$ cat src/rtl/pipe_pkg.sv
// Shared hazard-control types: FSM state encoding, MD_LAT bounds,
// and the packed control-output bundle with its RUN default.
package pipe_pkg;

  localparam int MD_LAT_MIN = 2;
  localparam int MD_LAT_MAX = 16;

  localparam logic ST_RUN     = 1'b0;
  localparam logic ST_MD_WAIT = 1'b1;

  typedef enum logic {
    RUN     = ST_RUN,
    MD_WAIT = ST_MD_WAIT
  } hz_state_e;

  typedef struct packed {
    logic pc_we;
    logic ifid_we;
    logic ifid_flush;
    logic idex_we;
    logic idex_flush;
    logic exmem_bubble;
    logic md_done;
  } hz_ctrl_t;

  function automatic hz_ctrl_t ctrl_default();
    hz_ctrl_t c;
    c              = '0;
    c.pc_we        = 1'b1;
    c.ifid_we      = 1'b1;
    c.idex_we      = 1'b1;
    return c;
  endfunction

  function automatic hz_ctrl_t ctrl_md_stall();
    hz_ctrl_t c;
    c              = '0;
    c.exmem_bubble = 1'b1;
    return c;
  endfunction

endpackage

$ cat src/rtl/sat_cnt16.sv
// 16-bit saturating event counter with synchronous clear.
// Ports: clk, rst (async low), inc_i, clear_i, cnt_o.
module sat_cnt16 (
  input  logic        clk,
  input  logic        rst,
  input  logic        inc_i,
  input  logic        clear_i,
  output logic [15:0] cnt_o
);

  logic [15:0] cnt_q;
  logic [15:0] cnt_d;

  always_comb begin
    cnt_d = cnt_q;
    if (clear_i)
      cnt_d = '0;
    else if (inc_i && cnt_q != 16'hFFFF)
      cnt_d = cnt_q + 16'd1;
  end

  always_ff @(posedge clk or negedge rst) begin
    if (!rst) cnt_q <= '0;
    else      cnt_q <= cnt_d;
  end

  assign cnt_o = cnt_q;

endmodule

$ cat src/rtl/pipe_hazard_ctrl.sv
// Pipeline hazard control: load-use bubble, taken-branch flush,
// multi-cycle EX stall, plus saturating stall/flush counters.
module pipe_hazard_ctrl
  import pipe_pkg::*;
#(
  parameter int MD_LAT = 4
) (
  input  logic        clk,
  input  logic        rst,
  input  logic [4:0]  id_rs1,
  input  logic [4:0]  id_rs2,
  input  logic        id_use_rs1,
  input  logic        id_use_rs2,
  input  logic [4:0]  ex_rd,
  input  logic        ex_memR,
  input  logic        ex_muldiv,
  input  logic        ex_br_taken,
  output logic        pc_we,
  output logic        ifid_we,
  output logic        ifid_flush,
  output logic        idex_we,
  output logic        idex_flush,
  output logic        exmem_bubble,
  output logic        md_done,
  output logic [15:0] stall_cnt,
  output logic [15:0] flush_cnt
);

  // First EX cycle is spent in RUN, last one reports md_done.
  localparam logic [3:0] CNT_INIT = 4'(MD_LAT - 2);

  hz_state_e state_q, state_d;
  logic [3:0] cnt_q, cnt_d;
  hz_ctrl_t   ctrl;
  logic       lu;
  logic       hit1;
  logic       hit2;

  assign hit1 = id_use_rs1 && (id_rs1 == ex_rd);
  assign hit2 = id_use_rs2 && (id_rs2 == ex_rd);
  assign lu   = ex_memR && (ex_rd != 5'd0) && (hit1 || hit2);

  always_comb begin
    ctrl    = ctrl_default();
    state_d = state_q;
    cnt_d   = cnt_q;
    unique case (state_q)
      RUN: begin
        if (ex_br_taken) begin
          ctrl.ifid_flush = 1'b1;
          ctrl.idex_flush = 1'b1;
        end else if (ex_muldiv) begin
          ctrl    = ctrl_md_stall();
          cnt_d   = CNT_INIT;
          state_d = MD_WAIT;
        end else if (lu) begin
          ctrl.pc_we      = 1'b0;
          ctrl.ifid_we    = 1'b0;
          ctrl.idex_flush = 1'b1;
        end
      end
      MD_WAIT: begin
        if (cnt_q != 4'd0) begin
          ctrl  = ctrl_md_stall();
          cnt_d = cnt_q - 4'd1;
        end else begin
          ctrl.md_done = 1'b1;
          state_d      = RUN;
        end
      end
      default: begin
        state_d = RUN;
      end
    endcase
    // Outputs stay quiet while reset is held, whatever the inputs do.
    if (!rst)
      ctrl = ctrl_default();
  end

  always_ff @(posedge clk or negedge rst) begin
    if (!rst) begin
      state_q <= RUN;
      cnt_q   <= '0;
    end else begin
      state_q <= state_d;
      cnt_q   <= cnt_d;
    end
  end

  assign pc_we        = ctrl.pc_we;
  assign ifid_we      = ctrl.ifid_we;
  assign ifid_flush   = ctrl.ifid_flush;
  assign idex_we      = ctrl.idex_we;
  assign idex_flush   = ctrl.idex_flush;
  assign exmem_bubble = ctrl.exmem_bubble;
  assign md_done      = ctrl.md_done;

  sat_cnt16 u_stall_cnt (
    .clk     (clk),
    .rst     (rst),
    .inc_i   (~ctrl.pc_we),
    .clear_i (1'b0),
    .cnt_o   (stall_cnt)
  );

  sat_cnt16 u_flush_cnt (
    .clk     (clk),
    .rst     (rst),
    .inc_i   (ctrl.ifid_flush),
    .clear_i (1'b0),
    .cnt_o   (flush_cnt)
  );

endmodule

$ cat config.mk
export PLATFORM = sky130hd
export DESIGN_NAME = pipe_hazard_ctrl
export DESIGN_NICKNAME = d
export VERILOG_FILES = /design/src/rtl/pipe_pkg.sv /design/src/rtl/sat_cnt16.sv /design/src/rtl/pipe_hazard_ctrl.sv
export SDC_FILE = /design/constraint.sdc
export NUM_CORES = 1
export LEC_CHECK = 0
export BUFFER_PORTS_ARGS = -buffer_cell sky130_fd_sc_hd__buf_2
export CAP_MARGIN = 10
export CORE_MARGIN = 1.5
export CORE_UTILIZATION = 54
export DETAILED_ROUTE_END_ITERATION = 7
export GPL_ROUTABILITY_DRIVEN = 1
export GPL_TIMING_DRIVEN = 0
export PLACE_DENSITY = 0.84
export SETUP_SLACK_MARGIN = 0.5
export SYNTH_ARGS = -nofsm -noshare
export SYNTH_HDL_FRONTEND = slang
export SYNTH_SLANG_ARGS = --single-unit
$ cat constraint.sdc
create_clock -name clk -period 5.9 [get_ports clk]
set_input_delay 0.59 -clock clk [delete_from_list [all_inputs] [get_ports clk]]
set_output_delay 0.59 -clock clk [all_outputs]
set_load 0.05 [all_outputs]
==> results of run 1 <==
[kinds of logic (layout without fill, tap and decap cells)]
kind of cell / after synthesis / in the layout / share of synthesized area
and+or+nand+nor: 64 / 64 / 0.194
AOI/OAI and AO/OA: 14 / 14 / 0.0749
adders and majority gates: 4 / 4 / 0.0260
muxes: 3 / 3 / 0.0169
DFF: 37 / 37 / 0.482
xor gates and xnor gates: 40 / 40 / 0.182
buffers and inverters: 9 / 77 / 0.0241
[cell type report]
type                       count  area, um^2
inverter                       6        22.5
clock buffer                   8        48.8
buffer                         3        23.8
timing repair buffer          60         300
sequential                    37         926
multi-input combinational    125         950
tap                           46        57.6
fill                         278        1030
[stage by stage]
stage | total power, mW | std cells | hold slack [ps] | worst slack [ps] | instance area, um^2
finish | 0.899 | 285 | 360 | 2960 | 2330
global route | 0.960 | 285 | 407 | 2760 | 2330
CTS | 0.903 | 285 | 384 | 2910 | 2330
detailed placement | 0.780 | 277 | 485 | 3000 | 2280
global placement | 0.767 | 277 | 471 | 3030 | 2280
floorplan | 0.676 | 171 | 294 | 2950 | 1920
[path summary, 6_finish.rpt]
check                                                   from                                end  slack [ps]  cells past startpoint
min in group clk           u_stall_cnt.cnt_o[12]$_DFFE_PN0P_  u_stall_cnt.cnt_o[12]$_DFFE_PN0P_         500                      1
max                                     cnt_q[0]$_DFFE_PN0P_                              pc_we        2960                      8
min reg2reg                u_stall_cnt.cnt_o[12]$_DFFE_PN0P_  u_stall_cnt.cnt_o[12]$_DFFE_PN0P_         500                      1
max reg2reg                             cnt_q[0]$_DFFE_PN0P_  u_stall_cnt.cnt_o[10]$_DFFE_PN0P_        3550                     10
max in group asynchronous                                rst   u_flush_cnt.cnt_o[6]$_DFFE_PN0P_        5010                      1
min                                                      rst   u_stall_cnt.cnt_o[3]$_DFFE_PN0P_         360                      1
[worst reg2reg max path: stages (launching register included)]
cell and delay, ps:
dfrtp_1 390, inv_1 80, ha_1 220, nor3b_2 180, o2bb2ai_4 220, and2_1 210, a41oi_2 90, a41oi_4 390
buf_6 190, nand4_1 120, xnor2_1 150
[registers in the layout, indices dropped and copies added (netlist names)]
name and flops:
cnt_q 4, state_q 1, u_flush_cnt.cnt_o 16, u_stall_cnt.cnt_o 16
[synthesized netlist by cell type (2+ instances only)]
library cell / instances / area share
nand3_1: 11 / 0.029
and3_1: 6 / 0.020
and4_4: 2 / 0.012
o21a_1: 2 / 0.0078
nand4_1: 10 / 0.033
o22ai_1: 2 / 0.0065
xnor2_1: 35 / 0.16
ha_1: 4 / 0.026
dfrtp_1: 37 / 0.48
and2_1: 3 / 0.0098
xor2_1: 5 / 0.023
nand2_1: 13 / 0.025
mux2_2: 2 / 0.012
inv_1: 6 / 0.012
o21ai_0: 3 / 0.0078
and4_1: 3 / 0.014
nor2_1: 6 / 0.012
[report_power, final]
group          internal [mW]  switching (mW)
combinational          0.124           0.286
clock                 0.0476          0.0766
sequential             0.303          0.0612
total                  0.475           0.424
[layer usage]
metal	vias to the layer above	GRT usage	wire length (um)
met4	0	0.0806	68
met1	729	0.273	1680
met3	9	0.0523	174
met5	-	0	0
met2	46	0.362	1940
li1	727	-	-
==> key figures, run 1 <==
Clock network
  • Post-CTS setup buffers: 0
  • Htree depth: 2
  • Clk sinks: 37
  • Cts repair resizes: 0
  • Hold_buf cts: 0
  • CTS Root Buffer Type: clkbuf_4
  • Clock transition at path regs: 110 ps
  • CTS tree: done
  • Clock latency on the worst-skew pair: about 320 ps
  • Maximum clock path buffer count: 2
  • TritonCTS buffer count: 5

Timing
  • Final-report hold violation count: 0
  • Worst Max-Slew Pin Slew: between 800 and 900 ps
  • Period utilisation layout: 0.499
  • Clock skew: between 5 and 6 ps
  • Maximum clock frequency: ~340 MHz
  • RSZ-0062 raised after global routing: false
  • Final setup vio count: 0
  • Max transition margin: 0.437
  • Pins Over Slew Limit: 0
  • Final worst path period need: a little under 3000 ps
  • Setup TNS: 0 ps

Layout
  • Area growth syn-to-layout: 21.2%
  • Layout Utilization: 0.692
  • Commonest non-fill, non-tap cell in the layout: buf_2
  • N_diodes: 0
  • Most frequent cells in the layout: buf_2 (61), dfrtp_1 (37), xnor2_1 (35), nand2_1 (13), nand3_1 (11)
  • Layout cells sized above 1: 0.335
  • Final net count: about 260

Route
  • Mean routed wirelength per cell: ~14 um
  • Via density: 5.30
  • Routed wire length: 3860 um
  • Routed Antenna Nets: 0
  • DRC: 0
  • Vias: approximately 1500
  • Detailed Route Iter0 Violations: 65
  • Drt pass-1 iters: 4

Synth
  • Cells after Synth: between 150 and 200
  • Post-synth EDFFs: 0
  • Syn Area/Cell: roughly 11 um^2
  • Synth cell types: 38
  • Synth warn: 0
  • Seq cells post-synth: 37
  • Asr flop ratio synth: 1.00
  • Syn_nets: slightly below 200
  • Mapped Area: 0.00192 mm^2
  • Sequential area share after synthesis: 0.482
  • Top FF cell, synth: dfrtp_1

Place
  • DP Wirelength: 2850 um
  • RD Place Congestion: ~0.77
  • Number of port buffers: 60

Critical path
  • Endpoint class of the critical path: primary output
  • Largest delay contributor family on the critical path: buffers and inverters
  • CP cell instances: inv_1, ha_1, nor3b_2, o2bb2ai_4, and2_1, a41oi_2, buf_4, buf_2
  • Startpoint Class: flip-flop
  • Crit path DAT: roughly 2400 ps
  • CP max stage delay: 410 ps
  • CP max-delay cell: dfrtp_1
  • Buf/Inv on CP: 3
  • Worst-path fanout max: 7
  • Critical Path RT: between 5000 and 6000 ps
  • Setup CP Type: flip-flop to primary output

Global routing
  • Largest net degree at the start of global routing: 42
  • Initial antenna violation count: 0
  • First-pass GRT wire length: 6700 um
  • Final global-route overflow total: 0
  • Gr usage total: 0.216
  • Vias in the first global route: between 1000 and 1500

Floorplan
  • DIE WIDTH: ~63 um
  • Core Area: 0.00336 mm^2
  • Die area: 0.00393 mm^2
  • Row count: 21
  • Height of the chip: approximately 63 um
  • I/O pin count: between 60 and 70
  • Starting density of the core: 0.571

Pwr
  • Peak VDD IR: about 240 uV
  • Leakage: about 1.2 nW
  • Power Density: between 300 and 400 mW/mm^2

Run
  • Max-cap violations: 0

Worst hold path
  • Hold/Removal Path Class: primary input to async pin

Outcome
  • Status: complete, no violations
Power figures use the tool's default switching activity.
==> run 2, diff against run 1 <==
- ABC_AREA: not set -> 1
- CORE_UTILIZATION: 54 -> 53
- PLACE_DENSITY: 0.84 -> 0.8
- clock period: 5.9 -> 2.9 ns (I/O delays scaled with it)
==> run 2 against run 1 <==
Die area up 24%. Highest routed layer unchanged. Clock power rose to 2.8 times the previous value. Power up 130%. Global-route usage rose by 0.21 points. Count of clock-buffer cells in the layout shrank 2. Clock skew is 2.6 ps higher. Flip-flop and latch count unchanged. Sequential power rose by 98%.
==> key figures, run 2 <==
Outcome
  • Status: complete, no violations

Timing
  • Setup TNS: 0 ps (unchanged)
  • Final worst path period need: approximately 2300 ps
  • Max transition margin: 0.673 (+0.236)
  • Final-report hold violation count: 0 (unchanged)
  • Period utilisation layout: 0.784
  • Worst Max-Slew Pin Slew: 487 ps (-358 ps)
  • Final setup vio count: 0 (unchanged)
  • Clock skew: 8.08 ps (+2.61 ps)
  • Pins Over Slew Limit: 0 (unchanged)
  • RSZ-0062 raised after global routing: false
  • WHS: 489 ps (+129 ps)
  • Maximum clock frequency: between 400 and 500 MHz

Global routing
  • Vias in the first global route: 2118 (+44%)
  • Final global-route overflow total: 0 (unchanged)
  • Largest net degree at the start of global routing: 38 (-9.5%)
  • Met2 Use GR: 0.386 (+0.0247)
  • GR Util met3: 0.0480 (-0.00429)
  • First-pass GRT wire length: 8830 um (+32%)
  • Routing usage on met1: 0.271 (-0.00170)
  • Gr usage total: 0.218 (+0.00213)
  • GRT busiest layer: met2
  • Initial antenna violation count: 0 (unchanged)

Route
  • Mean routed wirelength per cell: 11.1 um (-18%)
  • Via density: 4.99 (-5.8%)
  • Drt pass-1 iters: 4 (unchanged)
  • Detailed Route Iter0 Violations: 113 (+74%)
  • Routed wire length: 5050 um (+31%)
  • Vias: 2272 (+50%)
  • Routed Antenna Nets: 0 (unchanged)
  • DRC: 0 (unchanged)

Synth
  • Sequential area share after synthesis: 0.391 (-0.0904)
  • Syn Area/Cell: 7.13 um^2 (-37%)
  • Top cell type by total area after synthesis: dfrtp_1
  • Asr flop ratio synth: 1.00 (unchanged)
  • Synth warn: 0 (unchanged)
  • Synth cell types: 27 (-29%)
  • Area contributors post-synth: dfrtp_1 (39%), nand2_1 (17%), nand3_1 (7.6%)
  • Post-synth EDFFs: 0 (unchanged)
  • Mapped Area: 0.00237 mm^2 (+23%)
  • Top FF cell, synth: dfrtp_1
  • Seq cells post-synth: 37 (unchanged)
  • Syn_nets: 358 (+82%)
  • Most numerous cell in the Yosys netlist: nand2_1
  • Yosys top cell area share: 0.391 (-0.0904)
  • Commonest cells in the netlist: nand2_1 (108), nor2_1 (39), dfrtp_1 (37), inv_1 (36), nand3_1 (36)
  • Cells after Synth: 332 (+94%)

Floorplan
  • DIE WIDTH: 69.8 um (+11%)
  • Row count: 24 (+14%)
  • I/O pin count: 61 (unchanged)
  • Starting density of the core: 0.547 (-0.0243)
  • Die area: 0.00487 mm^2 (+24%)
  • Core Area: 0.00432 mm^2 (+29%)
  • Height of the chip: 69.8 um (+11%)

Critical path
  • Critical Path RT: 2610 ps (-2700 ps)
  • Setup CP Type: flip-flop to primary output
  • Crit path DAT: 1980 ps (-370 ps)
  • Endpoint class of the critical path: primary output
  • Startpoint Class: flip-flop
  • Worst-path fanout max: 10 (+3)

Place
  • RD Place Congestion: 0.937 (+22%)
  • Placed Cells: 444 (+60%)
  • DP Wirelength: 3840 um (+35%)
  • Number of port buffers: 60 (unchanged)

Clock network
  • Htree depth: 2 (unchanged)
  • Clock latency on the worst-skew pair: 290 ps (-30 ps)
  • CTS Root Buffer Type: clkbuf_8
  • Clk sinks: 37 (unchanged)
  • TritonCTS buffer count: 5 (unchanged)
  • Clock transition at path regs: 70 ps (-40 ps)
  • CTS tree: done
  • Maximum clock path buffer count: 2 (unchanged)

Layout
  • Layout Utilization: 0.671 (-0.0216)
  • Most frequent cells in the layout: nand2_1 (107), buf_2 (60), nor2_1 (39), dfrtp_1 (37), nand3_1 (36)
  • Layout cells sized above 1: 0.231 (-0.104)
  • FILL cells: 390 (+40%)
  • N_diodes: 0 (unchanged)
  • Commonest non-fill, non-tap cell in the layout: nand2_1
  • Finished Layout Cells: 455 (+60%)
  • Area growth syn-to-layout: 22.6%
  • Final net count: 428 (+62%)

Pwr
  • Peak VDD IR: 528 uV (+120%)
  • Leakage: 1.58 nW (+37%)
  • Power Density: 700 mW/mm^2 (+81%)

Run
  • Max-cap violations: 0 (unchanged)

Worst hold path
  • Hold/Removal Path Class: primary input to flip-flop
run 2: cells by family (layout without fill, tap and decap cells):
logic type | Yosys count | after routing | share of synthesized area
flops | 37 | 37 | 0.391
fa+ha+maj | 4 | 4 | 0.0212
buf+inv | 49 | 120 | 0.0841
compound gates | 10 | 10 | 0.0233
xor+xnor | 27 | 27 | 0.0999
simple gates | 205 | 205 | 0.380
run 2: what timing repair did:
action | in CTS | in global routing
resized for setup | 3 | 1
setup endpoints to repair | 2 | 2
buffers inserted | 0 | 1
hold buffers | 2 | 0
hold endpoints to repair | 37 | 0
pin swaps | 0 | 1
cloned | 0 | 0
run 2: area by class of cell:
cell class / count / area (um^2) / share of cell area
multi-input combinational: 246 / 1260 / 0.435
sequential: 37 / 926 / 0.319
timing repair buffer: 63 / 343 / 0.118
inverter: 44 / 174 / 0.0600
clock buffer: 6 / 72.6 / 0.0250
tap: 52 / 65.1 / 0.0224
buffer: 5 / 47.5 / 0.0164
clock inverter: 2 / 10.0 / 0.00345
run 2: critical path: stages, from the launching register on:
cell        delay [ps]
dfrtp_1            330
inv_1               80
ha_1               240
nand4_4            130
o21ai_0             90
nor2_1              90
nand3_1            120
nand2_4            100
buf_6              140
clkinvlp_4         100
buf_8              110
buf_4              170
run 2: path summary, 6_finish.rpt:
kind	endpoint	startpoint	depth (start not counted)	slack, ps
max	pc_we	cnt_q[0]$_DFFE_PN0P_	11	630
min	state_q$_DFF_PN0_	ex_muldiv	5	490
max reg2reg	u_stall_cnt.cnt_o[7]$_DFFE_PN0P_	u_stall_cnt.cnt_o[0]$_DFFE_PN0P_	9	950
min reg2reg	u_flush_cnt.cnt_o[3]$_DFFE_PN0P_	u_flush_cnt.cnt_o[3]$_DFFE_PN0P_	1	510
max in group asynchronous	u_flush_cnt.cnt_o[11]$_DFFE_PN0P_	rst	3	2200
min in group asynchronous	cnt_q[3]$_DFFE_PN0P_	rst	3	500
run 2: through the flow:
stage	instance area [um^2]	setup slack, ps	power (mW)
6_report	2900	627	2.03
5_1_grt	2900	504	2.17
4_1_cts	2880	522	2.03
3_5_place_dp	2760	291	1.67
3_3_place_gp	2760	302	1.65
2_1_floorplan	2400	514	1.46
run 2: routing by layer:
metal	vias to the layer above	part of all wire
met5	-	0
met4	0	0.0065
met3	5	0.037
met2	48	0.49
met1	1046	0.46
li1	1173	-
run 2: power by group:
part / total, mW / internal [mW] / switching (mW) / leakage, nW
Combinational: 0.963 / 0.280 / 0.683 / 1.04
Clock: 0.348 / 0.167 / 0.181 / 0.0450
Sequential: 0.721 / 0.619 / 0.102 / 0.493
Total: 2.03 / 1.07 / 0.966 / 1.58
==> run 3, diff against run 2 <==
- ABC_AREA: 1 -> 0
- CORE_UTILIZATION: 53 -> 46
- PLACE_DENSITY: 0.8 -> 0.76
- clock period: 2.9 -> 2 ns (I/O delays scaled with it)
==> run 3 against run 2 <==
The run now ends with hold timing, setup timing left. Non-clock buffer count is 38 higher. Power increased by 74%. Hold slack worse by 680 ps. Cell area grew 11%. Final cell count fell by 27%. Clock power increased by 60%. Die area down 6.1%. Combinational power grew 94%. Largest power group unchanged. Utilization grew 13 points. First-iteration DRC count shrank 32%. Critical path type unchanged. Global-route usage hardly changed. Register-to-register slack got worse by 1000 ps.
==> key figures, run 3 (same netlist as run 1, synthesis figures left out) <==
Outcome
  • Status: complete, but fails checks
  • Failing checks: hold timing, setup timing

Global routing
  • First-pass GRT wire length: 7560 um (-14%)
  • Initial antenna violation count: 0 (unchanged)
  • Vias in the first global route: 1628 (-23%)
  • Gr usage total: 0.218 (-0.000471)
  • Final global-route overflow total: 0 (unchanged)
  • Largest net degree at the start of global routing: 42 (+11%)

Timing
  • Final-report hold violation count: 37 (+37)
  • Final setup vio count: 14 (+14)
  • Maximum clock frequency: ~460 MHz
  • WHS: -191 ps (-680 ps)
  • Clock skew: 8.54 ps (+0.462 ps)
  • Period utilisation layout: 1.08
  • Pins Over Slew Limit: 0 (unchanged)
  • Final worst setup slack: -163 ps (-790 ps)
  • Max transition margin: 0.509 (-0.163)
  • Final worst path period need: roughly 2200 ps
  • RSZ-0062 raised after global routing: true
  • Worst Max-Slew Pin Slew: 733 ps (+246 ps)

Critical path
  • Largest delay contributor family on the critical path: flip-flops
  • CP cell instances: inv_2, ha_4, nor3b_4, o2bb2ai_4, and2_4, a41oi_4, buf_6, buf_8
  • Crit path DAT: 1960 ps (-20 ps)
  • Critical Path RT: 1800 ps (-810 ps)
  • R2R Path End: u_stall_cnt.cnt_o[1]$_DFFE_PN0P_
  • CP max-delay cell: dfrtp_1
  • Critical Path Stages: 8 (-3)
  • Reg2reg start: cnt_q[1]$_DFFE_PN0P_
  • Setup CP Type: flip-flop to primary output
  • Reg2Reg Depth: 9 (unchanged)
  • Buf/Inv on CP: 3 (-2)
  • Startpoint Class: flip-flop
  • CP max stage delay: 400 ps (+70 ps)
  • Endpoint class of the critical path: primary output
  • Worst-path fanout max: 3 (-7)
  • Worst setup startpoint: cnt_q[1]$_DFFE_PN0P_
  • CP Capture Point: pc_we
  • Reg2Reg Setup Slack: -60 ps (-1010 ps)

Route
  • Drt pass-1 iters: 4 (unchanged)
  • Routed Antenna Nets: 0 (unchanged)
  • Mean routed wirelength per cell: 16.9 um (+53%)
  • DRC: 0 (unchanged)
  • Detailed Route Iter0 Violations: 77 (-32%)
  • Routed wire length: 5620 um (+11%)
  • Via density: 5.28 (+5.7%)
  • Vias: 1752 (-23%)

Floorplan
  • I/O pin count: 61 (unchanged)
  • DIE WIDTH: 67.6 um (-3.1%)
  • Core Area: 0.00400 mm^2 (-7.5%)
  • Row count: 23 (-4.2%)
  • Starting density of the core: 0.480 (-0.0667)
  • Height of the chip: 67.6 um (-3.1%)
  • Die area: 0.00457 mm^2 (-6.1%)

Pwr
  • Leakage: 1.59 nW (+0.65%)
  • Power Density: 1100 mW/mm^2 (+58%)
  • Peak VDD IR: 1530 uV (+190%)

Layout
  • Area growth syn-to-layout: 66.9%
  • Final net count: 307 (-28%)
  • N_diodes: 0 (unchanged)
  • FILL cells: 215 (-45%)
  • Layout cells sized above 1: 0.691 (+0.461)
  • Commonest non-fill, non-tap cell in the layout: buf_2
  • Area of the multi-input gates: 0.00130 mm^2 (+2.8%)
  • Register area: 947 um^2 (+2.3%)
  • Most frequent cells in the layout: buf_2 (50), buf_4 (35), xnor2_1 (26), dfrtp_1 (20), dfrtp_2 (17)
  • Finished Layout Cells: 332 (-27%)

Run
  • Max-cap violations: 0 (unchanged)

Worst hold path
  • Hold/Removal Path Class: primary input to async pin

Place
  • Placed Cells: 281 (-37%)
  • DP Wirelength: 2890 um (-25%)
  • RD Place Congestion: 0.780 (-17%)
  • Number of port buffers: 60 (unchanged)

Clock network
  • CTS tree: done
  • Maximum clock path buffer count: 2 (unchanged)
  • Htree depth: 2 (unchanged)
  • Clk sinks: 37 (unchanged)
  • Clock transition at path regs: 80 ps (about the same)
  • Clock latency on the worst-skew pair: 290 ps (about the same)
  • CTS Root Buffer Type: clkbuf_8
  • TritonCTS buffer count: 5 (unchanged)
## run 3: cell types whose count changed in the layout (fill, tap and decap cells not counted), moves of 18 or more
| cell | before | now |
|---|---|---|
| buf_4 | 3 | 35 |
| inv_1 | 35 | 3 |
| nand2_1 | 107 | 4 |
| nand3_1 | 36 | 1 |
| nor2_1 | 39 | 3 |
| xnor2_1 | 8 | 26 |
## run 3: what timing repair did
| item | 4_1_cts | 5_1_grt |
|---|---|---|
| gates resized for setup | 60 | 32 |
| setup endpoints to repair | 39 | 39 |
| setup buffers | 22 | 20 |
| endpoints found under the hold margin | 37 | 37 |
| cloned | 1 | 0 |
| pin swaps | 46 | 33 |
## run 3: stage by stage
step / total power, mW / instance area [um^2] / util / TNS [ps] / worst slack, ps
final: 3.54 / 3210 / 0.802 / -523 / -163
after global routing: 3.71 / 3210 / 0.802 / -2360 / -237
after CTS: 3.23 / 2880 / 0.721 / -171 / -94.6
after detailed placement: 2.37 / 2410 / 0.603 / -7630 / -612
after global placement: 2.34 / 2410 / 0.603 / -6800 / -587
after floorplan: 2.07 / 2050 / - / -2750 / -222
## run 3: report_power, final
group | internal (mW) | total, mW | switching, mW
sequential | 0.907 | 1.11 | 0.205
combinational | 0.793 | 1.87 | 1.08
clock | 0.279 | 0.557 | 0.277
total | 1.98 | 3.54 | 1.56
## run 3: cell type report
| cell class | instances | share of cell area |
|---|---|---|
| Multi-Input combinational cell | 125 | 0.404 |
| Sequential cell | 37 | 0.295 |
| Timing Repair Buffer | 103 | 0.231 |
| Clock buffer | 6 | 0.0257 |
| Tap cell | 50 | 0.0195 |
| Buffer | 3 | 0.0117 |
| Inverter | 6 | 0.00780 |
| Clock inverter | 2 | 0.00429 |
## run 3: routing by layer
metal	GRT usage	vias up	part of all wire
met4	0.0459	0	0.021
met5	0	-	0
met2	0.377	44	0.53
met3	0.0433	12	0.032
li1	-	814	-
met1	0.281	882	0.42
## run 3: worst min path at each step
stage / startpoint / end / slack [ps] / cells after the start
floorplan: rst / cnt_q[0]$_DFFE_PN0P_ / -100 / 0
global placement: rst / cnt_q[3]$_DFFE_PN0P_ / 370 / 1
detailed placement: rst / cnt_q[3]$_DFFE_PN0P_ / 370 / 1
CTS: rst / u_flush_cnt.cnt_o[9]$_DFFE_PN0P_ / -180 / 1
global route: rst / u_flush_cnt.cnt_o[15]$_DFFE_PN0P_ / -170 / 1
finish: rst / u_flush_cnt.cnt_o[0]$_DFFE_PN0P_ / -190 / 1
